===== src/rtl/bit_serializer_if.sv =====
// Word-in / bit-out handshake bundle for the bit serializer.
// master: word producer and bit consumer side; slave: the serializer itself.
interface bit_serializer_if #(
    parameter int unsigned WIDTH = 8
);
    logic [WIDTH-1:0] in_data;
    logic             in_valid;
    logic             in_ready;
    logic             out_bit;
    logic             out_valid;
    logic             out_ready;
    logic             out_first;
    logic             out_last;
    logic             busy;

    modport master (
        output in_data,
        output in_valid,
        input  in_ready,
        input  out_bit,
        input  out_valid,
        output out_ready,
        input  out_first,
        input  out_last,
        input  busy
    );

    modport slave (
        input  in_data,
        input  in_valid,
        output in_ready,
        output out_bit,
        output out_valid,
        input  out_ready,
        output out_first,
        output out_last,
        output busy
    );
endinterface


===== src/rtl/bit_serializer.sv =====
// Parallel-to-serial transmitter: one WIDTH-bit word per handshake, emitted one bit per
// accepted cycle with first/last framing. A new word can load on the last-bit transfer,
// so back-to-back words stream without an idle cycle.
module bit_serializer #(
    parameter int unsigned WIDTH     = 8,
    parameter bit          MSB_FIRST = 1'b1
) (
    input logic             clk,
    input logic             rst,
    bit_serializer_if.slave bus
);
    localparam int unsigned     CW       = $clog2(WIDTH);
    localparam logic [CW-1:0]   LAST_IDX = CW'(WIDTH - 1);

    typedef enum logic {StIdle, StShift} state_e;

    state_e           state_q, state_d;
    logic [WIDTH-1:0] shreg_q, shreg_d;
    logic [CW-1:0]    cnt_q, cnt_d;

    logic shifting;
    logic is_last;
    logic xfer;
    logic in_ready;
    logic load;

    // Handshake decode and next-state: a load wins over the final-bit return to idle.
    always_comb begin
        shifting = (state_q == StShift);
        is_last  = shifting && (cnt_q == LAST_IDX);
        xfer     = shifting && bus.out_ready;
        // Combinational from out_ready on purpose: enables the zero-bubble reload.
        in_ready = !rst && (!shifting || (xfer && is_last));
        load     = bus.in_valid && in_ready;

        state_d = state_q;
        shreg_d = shreg_q;
        cnt_d   = cnt_q;

        if (load) begin
            state_d = StShift;
            shreg_d = bus.in_data;
            cnt_d   = '0;
        end else if (xfer) begin
            if (is_last) begin
                state_d = StIdle;
                shreg_d = '0;
                cnt_d   = '0;
            end else begin
                // Shift toward the output end, zero fill behind.
                if (MSB_FIRST) begin
                    shreg_d = {shreg_q[WIDTH-2:0], 1'b0};
                end else begin
                    shreg_d = {1'b0, shreg_q[WIDTH-1:1]};
                end
                cnt_d = cnt_q + 1'b1;
            end
        end
    end

    // State, shift register and bit index; reset aborts any word in flight.
    always_ff @(posedge clk or posedge rst) begin
        if (rst) begin
            state_q <= StIdle;
            shreg_q <= '0;
            cnt_q   <= '0;
        end else begin
            state_q <= state_d;
            shreg_q <= shreg_d;
            cnt_q   <= cnt_d;
        end
    end

    // Outputs come from registered state only (apart from in_ready).
    always_comb begin
        bus.in_ready  = in_ready;
        bus.out_valid = shifting;
        bus.busy      = shifting;
        bus.out_first = shifting && (cnt_q == '0);
        bus.out_last  = is_last;
        bus.out_bit   = 1'b0;
        if (shifting) begin
            bus.out_bit = MSB_FIRST ? shreg_q[WIDTH-1] : shreg_q[0];
        end
    end
endmodule


===== src/flat_wrapper.sv =====
// flat-port wrapper written by rule: the top's interface ports become plain ports
module bit_serializer_flat 
#(
    parameter int unsigned WIDTH     = 8,
    parameter bit          MSB_FIRST = 1'b1
)
  (clk, rst, bus_in_data, bus_in_valid, bus_in_ready, bus_out_bit, bus_out_valid, bus_out_ready, bus_out_first, bus_out_last, bus_busy);
  bit_serializer_if #(.WIDTH(WIDTH)) bus_i ();
  input logic clk;
  input logic rst;
  input wire logic [$bits(bus_i.in_data)-1:0] bus_in_data;
  input wire logic [$bits(bus_i.in_valid)-1:0] bus_in_valid;
  output wire logic [$bits(bus_i.in_ready)-1:0] bus_in_ready;
  output wire logic [$bits(bus_i.out_bit)-1:0] bus_out_bit;
  output wire logic [$bits(bus_i.out_valid)-1:0] bus_out_valid;
  input wire logic [$bits(bus_i.out_ready)-1:0] bus_out_ready;
  output wire logic [$bits(bus_i.out_first)-1:0] bus_out_first;
  output wire logic [$bits(bus_i.out_last)-1:0] bus_out_last;
  output wire logic [$bits(bus_i.busy)-1:0] bus_busy;
  assign bus_i.in_data = bus_in_data;
  assign bus_i.in_valid = bus_in_valid;
  assign bus_in_ready = bus_i.in_ready;
  assign bus_out_bit = bus_i.out_bit;
  assign bus_out_valid = bus_i.out_valid;
  assign bus_i.out_ready = bus_out_ready;
  assign bus_out_first = bus_i.out_first;
  assign bus_out_last = bus_i.out_last;
  assign bus_busy = bus_i.busy;
  bit_serializer #(.WIDTH(WIDTH), .MSB_FIRST(MSB_FIRST)) u_core (.clk(clk), .rst(rst), .bus(bus_i));
endmodule

===== config.mk =====
export PLATFORM = sky130hd
export DESIGN_NAME = bit_serializer_flat
export DESIGN_NICKNAME = d
export VERILOG_FILES = /design/src/rtl/bit_serializer_if.sv /design/src/rtl/bit_serializer.sv /design/src/flat_wrapper.sv
export SDC_FILE = /design/constraint.sdc
export NUM_CORES = 1
export LEC_CHECK = 0
export BUFFER_PORTS_ARGS = -buffer_cell sky130_fd_sc_hd__buf_2
export CORE_MARGIN = 2
export CORE_UTILIZATION = 43
export DETAILED_ROUTE_END_ITERATION = 7
export PLACE_DENSITY = 0.68
export RECOVER_POWER = 50
export REMOVE_ABC_BUFFERS = 1
export SLEW_MARGIN = 20
export SYNTH_ARGS = -nofsm -noshare
export SYNTH_HDL_FRONTEND = slang
export SYNTH_SLANG_ARGS = --single-unit

===== constraint.sdc =====
create_clock -name clk -period 1.6 [get_ports clk]
set_input_delay 0.48 -clock clk [delete_from_list [all_inputs] [get_ports clk]]
set_output_delay 0.48 -clock clk [all_outputs]
set_load 0.05 [all_outputs]

======== After elaboration in Yosys (flattened, before gate mapping) ========
Index checks and enable logic that the tools add are counted.
storage, ports and cells
  output and inout port bits .............. 6
  logic and storage cells ................. 28
  bits of input ports ..................... 12
  bits in registers ....................... 12
operators by class
  $add $sub $neg .......................... 1
  eq/ne operators ......................... 1
  mux-type cells .......................... 10
  reductions and logical operators ........ 13
operators with widths
  operator               number
  $mux W8                3
  $mux W3                3
  $logic_and A1 B1 Y1    6
  $mux W1                4
  $reduce_bool A2 Y1     2
  $add A3 B1 Y3 const B  1
  $eq A3 B3 Y1 const B   1
  $logic_not A3 Y1       1
  $logic_not A1 Y1       2
  $reduce_and A2 Y1      1
  $logic_or A1 B1 Y1     1

======== Longest topological paths before layout ========
Gate-level depths: netlist of the first run.
  depth after elaboration ................. 8
  gate-level depth with buffers ........... 6
  mapped depth without buffers ............ 5

======== Least setup slack after synthesis of the first run ========
No wires, ideal clock.
  path type ............................... reg-to-output
  from .................................... reg u_core.state_q (netlist: u_core.bus.busy)
  to ...................................... out bus_in_ready
  path buffers ............................ 0
  data arrival time ....................... 1.484 ns
  path slack .............................. -0.364 ns
  required time ........................... 1.120 ns
  stages on the path, launching flop included .. 3
  cells stage by stage .................... dfrtp_1 -> a21boi_4 -> nor2_1
between the ends
  word-level cells in the longest chain between the ends .. 4
  elaborated cells on any way between the ends .. 6
  those cells by class .................... 6 x reduce/logical
ends and longest elaborated chain
  element                                        line                                        source
  start: declaration                             bit_serializer.sv:17                        state_e state_q, state_d;
  start signal: assignment                       bit_serializer.sv:64                        state_q <= StIdle;
  start signal: assignment                       bit_serializer.sv:68                        state_q <= state_d;
  $logic_and A1 B1 Y1, on equally long branches  bit_serializer.sv:31, bit_serializer.sv:30
  $logic_and A1 B1 Y1                            bit_serializer.sv:33                        in_ready = !rst && (!shifting || (xfer && is_last));
  $logic_or A1 B1 Y1 *                           bit_serializer.sv:33
  $logic_and A1 B1 Y1 *                          bit_serializer.sv:33
  end: declaration                               flat_wrapper.sv:13                          output wire logic [$bits(bus_i.in_ready)-1:0] bus_in_ready;
Every way passes the cells marked *; elsewhere a longest branch is shown, timed or not.

======== Final worst setup path of the first run ========
  from .................................... reg u_core.cnt_q[0]
  to ...................................... out bus_in_ready
between the ends
  word-level cells in the longest chain between the ends .. 5
ends and longest elaborated chain
  element                   line                  source
  start: declaration        bit_serializer.sv:19  logic [CW-1:0] cnt_q, cnt_d;
  start signal: assignment  bit_serializer.sv:70  cnt_q <= cnt_d;
  $eq A3 B3 Y1              bit_serializer.sv:30  is_last = shifting && (cnt_q == LAST_IDX);
  $logic_and A1 B1 Y1       bit_serializer.sv:30
  $logic_and A1 B1 Y1       bit_serializer.sv:33
  $logic_or A1 B1 Y1        bit_serializer.sv:33
  $logic_and A1 B1 Y1       bit_serializer.sv:33
Every way passes these cells.

==> metrics.cfg, run 1 <==
[status]
status = finished, violations left
violations = negative setup slack

[sta]
max-slew-margin-rel = 0.471
post-route-period-util = 1.15
fin_crit_ns = 1.85
fin_ws_ns = -0.246
fin_skew_ns = 0.00224
slew_viol_final = 0
clock.fmax_ghz = 0.542
final-setup-viol-count = 12
rsz0062_at_grt = yes
worst_pin_slew_ns = 0.793
setup_tns_ns = -1.60
hold_viol_final = 0
timing.hold.ws_ns = 0.249

[floorplan]
coreArea_um2 = 1330
dieHeight_um = 42.0
start_util = 0.466
num_rows = 13
dieArea_um2 = 1770
ios = 18
die_w_um = 42.0

[clock_network]
cts_buffer_depth = 2
cts-root-buf = clkbuf_4
numCtsBuffers = 3
tritoncts = yes
clock_sinks = 12
cts.clk_slew.worst_paths_ns = 0.08
clk_latency_ns = 0.27
cts_max_level = 1

[final_layout]
syn2layout_area_growth_pct = 39.2
antennaDiodeCount = 0
finalNetCount = 92
stdcell_area_um2 = 866
fillers = 112
layout_common_cells = buf_2, dfrtp_1, a221o_1, and2_1, buf_4
fin_util = 0.649
drive_above_1_share = 0.566

[logic_synthesis]
synth-seq-cells = 12
synthMuxAreaShare = 0.0181
syn_area_um2 = 622
synth_compound_area_frac = 0.199
synthSimpleGateAreaFrac = 0.173
ys_top_cells_by_area = dfrtp_1, a221o_1, and2_1, ha_1, a22o_2
synthCells = 49
syn_avg_cell_area_um2 = 12.7
synth_cell_type_count = 19
yosysSeqAreaShare = 0.483
synth_fa_ha_area_frac = 0.0604
synth_edf_count = 0
synth_top_area_frac = 0.483
synthXorXnorAreaFrac = 0
synth_flop_cell = dfrtp_1
synth.largest_area_cell = dfrtp_1
ys_warn_count = 0
async_flop_share = 1.00
synth_top_family_by_area = compound AO/OA/AOI/OAI gates

[power]
p_per_area_nw_per_um2 = 1820
power.internal_uw = 993
netSwitchingFraction = 0.371
ir_drop_v = 0.000757
comb_power_share = 0.538
power.leakage_nw = 0.437
switching_power_uw = 586
finalPower_mw = 1.58
clkPwrFrac = 0.152
pwr-share-seq = 0.310

[critical_path]
startpoint_type = register
worstSetupStartpoint = u_core.cnt_q[0]
crit_end = bus_in_ready
worstSetupPathType = reg -> out
reg2reg_slack_ns = -0.12
cp_max_fo = 3
r2r_end = u_core.shreg_q[6]
reg2reg_depth = 8
cp.arrival_ns = 1.37
crit_required_ns = 1.12
r2r-start = u_core.cnt_q[0]
crit_path_end_kind = output pin

[hold_path]
hp-class = in -> async

[grt]
grt_pass1_wl_um = 2010
grt_remaining_overflow = 0
grt_use_total = 0.155
antenna_found_initial = 0
grt_max_degree = 13
grt_pass1_vias = 470

[flow_run]
drv_cap = 0

[detailed_routing]
wire_per_inst_um = 13.7
routed_wl_um = 1250
vias_per_cell = 5.32
route.detailed.drc = 0
via_count = 484
drt_iter0_drc = 4
drtAntennaViolNets = 0
first_pass_iters = 2

[place]
hpwl_um = 817
gp_congestion = 0.682
detailed_place.area_um2 = 733
io_buffers = 17

==> sequential cells by signal (all words and copies together), names as in the netlist <==
register         cells
u_core.bus.busy      1
u_core.cnt_q         3
u_core.shreg_q       8
==> cell families after synthesis <==
group | after synthesis
flops | 12
buf+inv | 6
mux | 1
compound gates | 12
simple gates | 15
fa+ha+maj | 3
==> critical path: stages, from the launching register on <==
cell and delay (ns):
dfrtp_1 0.39, ha_2 0.20, ha_4 0.17, a21boi_4 0.15
nor2_2 0.05, buf_6 0.14
==> routing by layer <==
layer / part of all wire / GRT usage / vias to the layer above
met5: 0 / 0 / -
met4: 0.030 / 0.0938 / 0
met3: 0.058 / 0.0474 / 6
met2: 0.47 / 0.241 / 19
met1: 0.44 / 0.189 / 224
li1: - / - / 235
==> timing repair <==
item                                    4_1_cts  5_1_grt
setup buffers                                 1        3
pin swaps                                     2        3
endpoints found under the setup margin       11       14
hold buffers                                  0        0
gates resized for setup                      12        7
==> synthesized netlist by cell type, types with 2 or more instances <==
master   instances
and2_1           6
buf_6            2
and2_2           2
dfrtp_1         12
inv_1            3
a221o_1          7
a22o_2           3
ha_1             3
==> stage by stage <==
stage	setup slack [ns]	instances
CTS	-0.262	88
detailed placement	-0.123	83
floorplan	-0.596	46
global placement	-0.124	83
global route	-0.301	91
finish	-0.246	91
==> cell type report <==
cell class | instances | area, um^2 | area share
tap | 15 | 18.8 | 0.0217
sequential | 12 | 302 | 0.348
clock buffer | 4 | 36.3 | 0.0419
multi-input combinational | 31 | 299 | 0.345
inverter | 3 | 11.3 | 0.0130
timing repair buffer | 26 | 199 | 0.230
==> power groups by stage <==
stage / registers (mW) / clock network [mW] / logic, mW
detailed placement: 0.496 / 0 / 0.665
CTS: 0.496 / 0.249 / 0.747
global route: 0.504 / 0.266 / 0.911
global placement: 0.491 / 0 / 0.657
finish: 0.490 / 0.240 / 0.849
floorplan: 0.548 / 0 / 0.421
==> worst min path at each step <==
| stage | from | end | slack, ns | depth (start not counted) |
|---|---|---|---|---|
| floorplan | rst | u_core.bus.busy | 0.34 | 1 |
| global placement | u_core.shreg_q[5] | u_core.shreg_q[5] | 0.49 | 1 |
| detailed placement | u_core.shreg_q[2] | u_core.shreg_q[2] | 0.49 | 1 |
| CTS | rst | u_core.shreg_q[7] | 0.26 | 2 |
| global route | rst | u_core.shreg_q[2] | 0.30 | 2 |
| finish | rst | u_core.shreg_q[7] | 0.25 | 2 |
Power figures use the tool's default switching activity.
==> inputs of run 2 (changes only) <==
CORE_AREA = 2 2 39 41   (was default)
CORE_MARGIN = default   (was 2)
CORE_UTILIZATION = default   (was 43)
DIE_AREA = 0 0 41 43   (was default)
PLACE_DENSITY = 0.7   (was 0.68)
clock period = 2.3 ns   (was 1.6 ns; I/O delays follow)
==> run 2 against run 1 <==
Effect of this change:
- sequential share of layout area is 6.9 points higher
- sequential power is 28% lower
- via count is 7.2% lower
- clock skew is 0.0034 ns higher
- routed wire length is 13% lower
- clock power is 48% lower
- the run now ends clean
- highest routed layer unchanged
- utilization is 13 points lower
- total power is 44% lower
- die area is 0.20% lower
- critical path depth stayed put
- first-iteration DRC count is 130% higher
- sequential cell count stayed put
==> metrics.cfg, run 2 (synthesis gave the netlist of run 1 again) <==
[final_layout]
largest_reg_flops = 8  ; unchanged
drive_above_1_share = 0.455  ; -0.111
layout_common_cells = buf_2, dfrtp_1, a221o_1, and2_1
final_common_cell = buf_2
top_register = u_core.shreg_q
finalNetCount = 83  ; -9.8%
antennaDiodeCount = 0  ; unchanged
syn2layout_area_growth_pct = 15.7

[detailed_routing]
vias_per_cell = 5.48  ; +3.0%
via_count = 449  ; -7.2%
first_pass_iters = 4  ; +2
drt_iter0_drc = 9  ; +5
drtAntennaViolNets = 0  ; unchanged
routed_wl_um = 1090  ; -13%
route.detailed.drc = 0  ; unchanged
wire_per_inst_um = 13.3  ; -3.0%

[floorplan]
die_w_um = 41  ; -2.5%
dieHeight_um = 43  ; +2.3%
ios = 18  ; unchanged
start_util = 0.449  ; -0.0169
coreArea_um2 = 1380  ; +3.8%
dieArea_um2 = 1760  ; -0.20%
num_rows = 14  ; +1

[sta]
timing.hold.ws_ns = 0.467  ; +0.218 ns
rsz0062_at_grt = no
fin_crit_ns = 2.21
final-setup-viol-count = 0  ; -12
fin_skew_ns = 0.00567  ; +0.00343 ns
max-slew-margin-rel = 0.453  ; -0.0184
hold_viol_final = 0  ; unchanged
setup_tns_ns = 0  ; +1.60 ns
post-route-period-util = 0.962
slew_viol_final = 0  ; unchanged
clock.fmax_ghz = 0.452
worst_pin_slew_ns = 0.820  ; +0.0276 ns

[clock_network]
tritoncts = yes
numCtsBuffers = 3  ; unchanged
cts.clk_slew.worst_paths_ns = 0.07  ; about the same
cts_max_level = 1  ; unchanged
cts_buffer_depth = 2  ; unchanged
post_cts_resized = 0  ; -12
cts-root-buf = clkbuf_4
clk_latency_ns = 0.26  ; about the same
cts_setup_buffers = 0  ; -1
clock_sinks = 12  ; unchanged
postCtsHoldBufs = 0  ; unchanged

[critical_path]
cp_slowest_cell = dfrtp_1
reg2reg_slack_ns = 0.66  ; +0.78 ns
reg2reg_depth = 5  ; -3
r2r_end = u_core.shreg_q[2]
crit_buf_inv = 1  ; unchanged
cp.arrival_ns = 1.52  ; +0.15 ns
crit_path_cell_trace = ha_1 -> ha_1 -> a21boi_4 -> nor2_1 -> buf_2
crit_required_ns = 1.61  ; +0.49 ns
slowest_delay_ns = 0.40  ; about the same
cp_max_fo = 3  ; unchanged
crit_path_end_kind = output pin
crit_top_cell = ha_1
startpoint_type = register
path_delay_family = adder cells
worstSetupPathType = reg -> out
r2r-start = u_core.cnt_q[1]

[grt]
grt_remaining_overflow = 0  ; unchanged
antenna_found_initial = 0  ; unchanged
grt_max_degree = 13  ; unchanged
grt_pass1_wl_um = 1760  ; -12%
grt_use_total = 0.150  ; -0.00522
grt_pass1_vias = 442  ; -6.0%

[place]
hpwl_um = 776  ; -5.0%
io_buffers = 17  ; unchanged
gp_congestion = 0.740  ; +8.6%

[power]
pwr-share-seq = 0.396  ; +0.086
comb_power_share = 0.465  ; -0.073
clkPwrFrac = 0.140  ; -0.012
power.internal_uw = 523  ; -47%
ir_drop_v = 0.000415  ; -45%
switching_power_uw = 364  ; -38%
p_per_area_nw_per_um2 = 1230  ; -32%
netSwitchingFraction = 0.410  ; +0.0388
power.leakage_nw = 0.375  ; -14%

[status]
status = complete, no violations

[flow_run]
drv_cap = 0  ; unchanged

[hold_path]
hp-class = in -> async

==> run 2: cell count changes in the layout (fill, tap and decap cells not counted), moves of 2 or more <==
cell      delta
buf_2        +6
buf_4        -6
buf_6        -5
clkbuf_4     -2
ha_1         +2
==> run 2: worst reg2reg max path: cells and delay by family (launching register included) <==
kind | cells | cell delay [ns]
DFF | 1 | 0.39
and+or+nand+nor | 1 | 0.48
adders and majority gates | 2 | 0.38
AOI/OAI and AO/OA | 2 | 0.33
==> run 2: worst max-delay path by stage <==
| stage | from | end | slack, ns | cells after the start |
|---|---|---|---|---|
| 2_1_floorplan | u_core.bus.busy | bus_in_ready | -0.11 | 2 |
| 3_3_place_gp | bus_out_ready | bus_in_ready | 0.36 | 4 |
| 3_5_place_dp | bus_out_ready | bus_in_ready | 0.36 | 4 |
| 4_1_cts | u_core.cnt_q[0] | bus_in_ready | 0.08 | 5 |
| 5_1_grt | u_core.cnt_q[0] | bus_in_ready | 0.005 | 5 |
| 6_report | u_core.cnt_q[0] | bus_in_ready | 0.09 | 5 |
==> run 2: area by class of cell <==
class                      count  area [um^2]
sequential                    12          300
inverter                       3         11.3
fill                         136          664
tap                           16         20.0
multi-input combinational     31          280
clock buffer                   3         22.5
timing repair buffer          17         85.1
==> run 2: per-stage QoR <==
step	util	total power [mW]	area, um^2	setup WS (ns)	cells
after floorplan	-	0.674	592	-0.106	46
after global placement	0.504	0.760	697	0.363	79
after detailed placement	0.504	0.769	697	0.364	79
after CTS	0.520	0.896	719	0.0780	82
after global routing	0.520	0.952	719	0.00462	82
final	0.520	0.887	719	0.0885	82
==> run 2: power groups by stage <==
stage               combinational, mW  clock [mW]  sequential (mW)
detailed placement              0.416           0            0.352
CTS                             0.417       0.129            0.350
finish                          0.412       0.124            0.351
global route                    0.451       0.140            0.360
global placement                0.410           0            0.350
floorplan                       0.293           0            0.382
==> run 2: layer usage <==
layer	share of wire	wire length, um	track usage	vias up
met5	0	0	0	-
met4	0.013	14	0.0800	0
met3	0.052	57	0.0314	4
met2	0.46	503	0.222	13
met1	0.47	516	0.197	219
li1	-	-	-	213
==> inputs of run 3 (changes only) <==
ABC_AREA = 1   (was default)
CTS_BUF_LIST = sky130_fd_sc_hd__clkbuf_8   (was default)
PLACE_DENSITY = 0.72   (was 0.7)
SLEW_MARGIN = default   (was 20)
==> run 3 against run 2 <==
Effect of this change:
- synthesized cell count increased by 57%
- clock power increased by 87%
- sequential power increased by 4%
- combinational power increased by 13%
- clock-buffer cell count increased by 1
- via count increased by 38%
- global-route usage increased by 3.7 points
==> metrics.cfg, run 3 <==
[status]
status = complete, no violations

[logic_synthesis]
ys_warn_count = 0  ; unchanged
syn_avg_cell_area_um2 = 8.42  ; -34%
ys_top_cells_by_area = dfrtp_1, nand3_1, nand2_1, nand4_1, ha_1
syn_area_um2 = 648  ; +4.2%
synth_edf_count = 0  ; unchanged
async_flop_share = 1.00  ; unchanged
synth-seq-cells = 12  ; unchanged
synth_flop_cell = dfrtp_1
synthCells = 77  ; +57%
synth.largest_area_cell = dfrtp_1
synth_top_area_frac = 0.463  ; -0.0196
yosysSeqAreaShare = 0.463  ; -0.0196
yosys-top-cells-count = nand2_1, nand3_1, dfrtp_1
synth_cell_type_count = 16  ; -3

[hold_path]
min_delay_path_depth = 2
hp-class = reg -> reg
hp-start = u_core.shreg_q[6]
hold_end = u_core.shreg_q[7]

[sta]
final-setup-viol-count = 0  ; unchanged
clock.fmax_ghz = 0.472  ; +4.5%
hold_viol_final = 0  ; unchanged
slew_viol_final = 0  ; unchanged
fin_ws_ns = 0.183  ; +0.0944 ns
timing.hold.ws_ns = 0.499  ; +0.0320 ns
max-slew-margin-rel = 0.399  ; -0.0537
fin_crit_ns = 2.12  ; -0.0944 ns
rsz0062_at_grt = no
post-route-period-util = 0.920  ; -0.0410
worst_pin_slew_ns = 0.901  ; +0.0805 ns
fin_skew_ns = 0.00200  ; -0.00368 ns

[flow_run]
drv_cap = 0  ; unchanged

[final_layout]
top_register = u_core.shreg_q
antennaDiodeCount = 0  ; unchanged
syn2layout_area_growth_pct = 21.4
layout_common_cells = nand2_1, nand3_1, buf_2, dfrtp_1, nand4_1
largest_reg_flops = 8  ; unchanged
fin_util = 0.569  ; +0.0488
fillers = 135  ; -0.74%
drive_above_1_share = 0.250  ; -0.205
finalNetCount = 112  ; +35%

[critical_path]
startpoint_type = register
crit_top_cell = ha_1
crit_required_ns = 1.61  ; about the same
crit_path_end_kind = output pin
reg2reg_slack_ns = 0.41  ; -0.25 ns
crit_path_cell_trace = ha_1 -> ha_1 -> nand2_1 -> a21oi_2 -> buf_6
reg2reg_depth = 7  ; +2
r2r-start = u_core.cnt_q[1]
cp_slowest_cell = dfrtp_1
r2r_end = u_core.shreg_q[5]
slowest_delay_ns = 0.38  ; -0.02 ns
cp.arrival_ns = 1.43  ; -0.09 ns
worstSetupPathType = reg -> out
cp_max_fo = 3  ; unchanged

[floorplan]
start_util = 0.468  ; +0.0190
num_rows = 14  ; unchanged
ios = 18  ; unchanged
dieArea_um2 = 1760  ; unchanged
die_w_um = 41  ; unchanged
coreArea_um2 = 1380  ; unchanged
dieHeight_um = 43  ; unchanged

[place]
io_buffers = 17  ; unchanged
hpwl_um = 946  ; +22%
gp_congestion = 0.809  ; +9.2%
place_ws_ns = 0.243  ; -0.121 ns

[power]
netSwitchingFraction = 0.437  ; +0.0274
finalPower_mw = 1.06  ; +20%
pwr-share-seq = 0.343  ; -0.053
comb_power_share = 0.439  ; -0.026
clkPwrFrac = 0.218  ; +0.078
switching_power_uw = 465  ; +28%
power.internal_uw = 598  ; +14%
power.leakage_nw = 0.429  ; +14%
p_per_area_nw_per_um2 = 1350  ; +9.6%
ir_drop_v = 0.000659  ; +59%

[detailed_routing]
routed_wl_um = 1360  ; +25%
route.detailed.drc = 0  ; unchanged
first_pass_iters = 4  ; unchanged
drt_iter0_drc = 9  ; unchanged
via_count = 620  ; +38%
wire_per_inst_um = 12.2  ; -8.7%
drtAntennaViolNets = 0  ; unchanged
vias_per_cell = 5.54  ; +1.1%

[clock_network]
cts_buffer_depth = 2  ; unchanged
cts-root-buf = clkbuf_8
cts_max_level = 1  ; unchanged
clk_latency_ns = 0.24  ; -0.02 ns
cts.clk_slew.worst_paths_ns = 0.06  ; about the same
clock_sinks = 12  ; unchanged
tritoncts = yes
numCtsBuffers = 3  ; unchanged

[grt]
grt_use_total = 0.187  ; +0.0368
grt_remaining_overflow = 0  ; unchanged
antenna_found_initial = 0  ; unchanged
grt_pass1_vias = 529  ; +20%
grt_max_degree = 20  ; +7
grt_pass1_wl_um = 2250  ; +28%

run 3: what timing repair did:
item / 4_1_cts / 5_1_grt
hold buffers: 0 / 0
gates resized for setup: 0 / 4
endpoints found under the setup margin: 0 / 1
setup buffers: 0 / 2
run 3: worst max path at each step:
| stage | startpoint | to | slack (ns) | depth (start not counted) |
|---|---|---|---|---|
| after floorplan | u_core.bus.busy | bus_out_first | -0.20 | 2 |
| after global placement | bus_out_ready | bus_in_ready | 0.25 | 4 |
| after detailed placement | bus_out_ready | bus_in_ready | 0.24 | 4 |
| after CTS | u_core.cnt_q[0] | bus_in_ready | 0.006 | 5 |
| after global routing | u_core.cnt_q[1] | bus_in_ready | 0.07 | 5 |
| final | u_core.cnt_q[1] | bus_in_ready | 0.18 | 5 |
run 3: per-stage QoR:
stage,area [um^2],setup TNS [ns],cells
2_1_floorplan,612,-0.391,72
3_3_place_gp,724,0,106
3_5_place_dp,724,0,106
4_1_cts,779,0,110
5_1_grt,787,0,112
6_report,787,0,112
run 3: per-layer routing:
layer  vias to the layer above  wire [um]  track usage
li1                        301          -            -
met5                         -          0            0
met3                         2         80       0.0628
met2                        21        704        0.263
met4                         0         14       0.0667
met1                       296        562        0.261
run 3: cell families (layout without fill, tap and decap cells):
| kind of cell | after synthesis | in the layout | synth area share |
|---|---|---|---|
| AO/OA/AOI/OAI | 3 | 3 | 0.0232 |
| buffers and inverters | 10 | 29 | 0.0849 |
| flip-flops | 12 | 12 | 0.463 |
| AND/OR/NAND/NOR | 49 | 49 | 0.371 |
| adder cells (fa/ha/maj) | 3 | 3 | 0.0579 |
run 3: final cells by class:
class                      instances  area, um^2  area share
timing repair buffer              20         109       0.138
multi-input combinational         55         284       0.361
clock buffer                       4        55.1      0.0700
sequential                        12         300       0.382
inverter                           5        18.8      0.0238
tap                               16        20.0      0.0254
run 3: power by group through the flow:
| stage | Combinational, mW | Sequential [mW] | Clock, mW |
|---|---|---|---|
| after floorplan | 0.292 | 0.410 | 0 |
| after global placement | 0.436 | 0.367 | 0 |
| after detailed placement | 0.444 | 0.373 | 0 |
| after CTS | 0.446 | 0.369 | 0.233 |
| after global routing | 0.522 | 0.375 | 0.249 |
| final | 0.467 | 0.365 | 0.232 |
run 3: critical path: cells and delay by family, from the launching register on:
family	cells	cell delay, ns
buf+inv	1	0.18
compound gates	1	0.17
fa+ha+maj	2	0.36
flops	1	0.38
simple gates	1	0.10
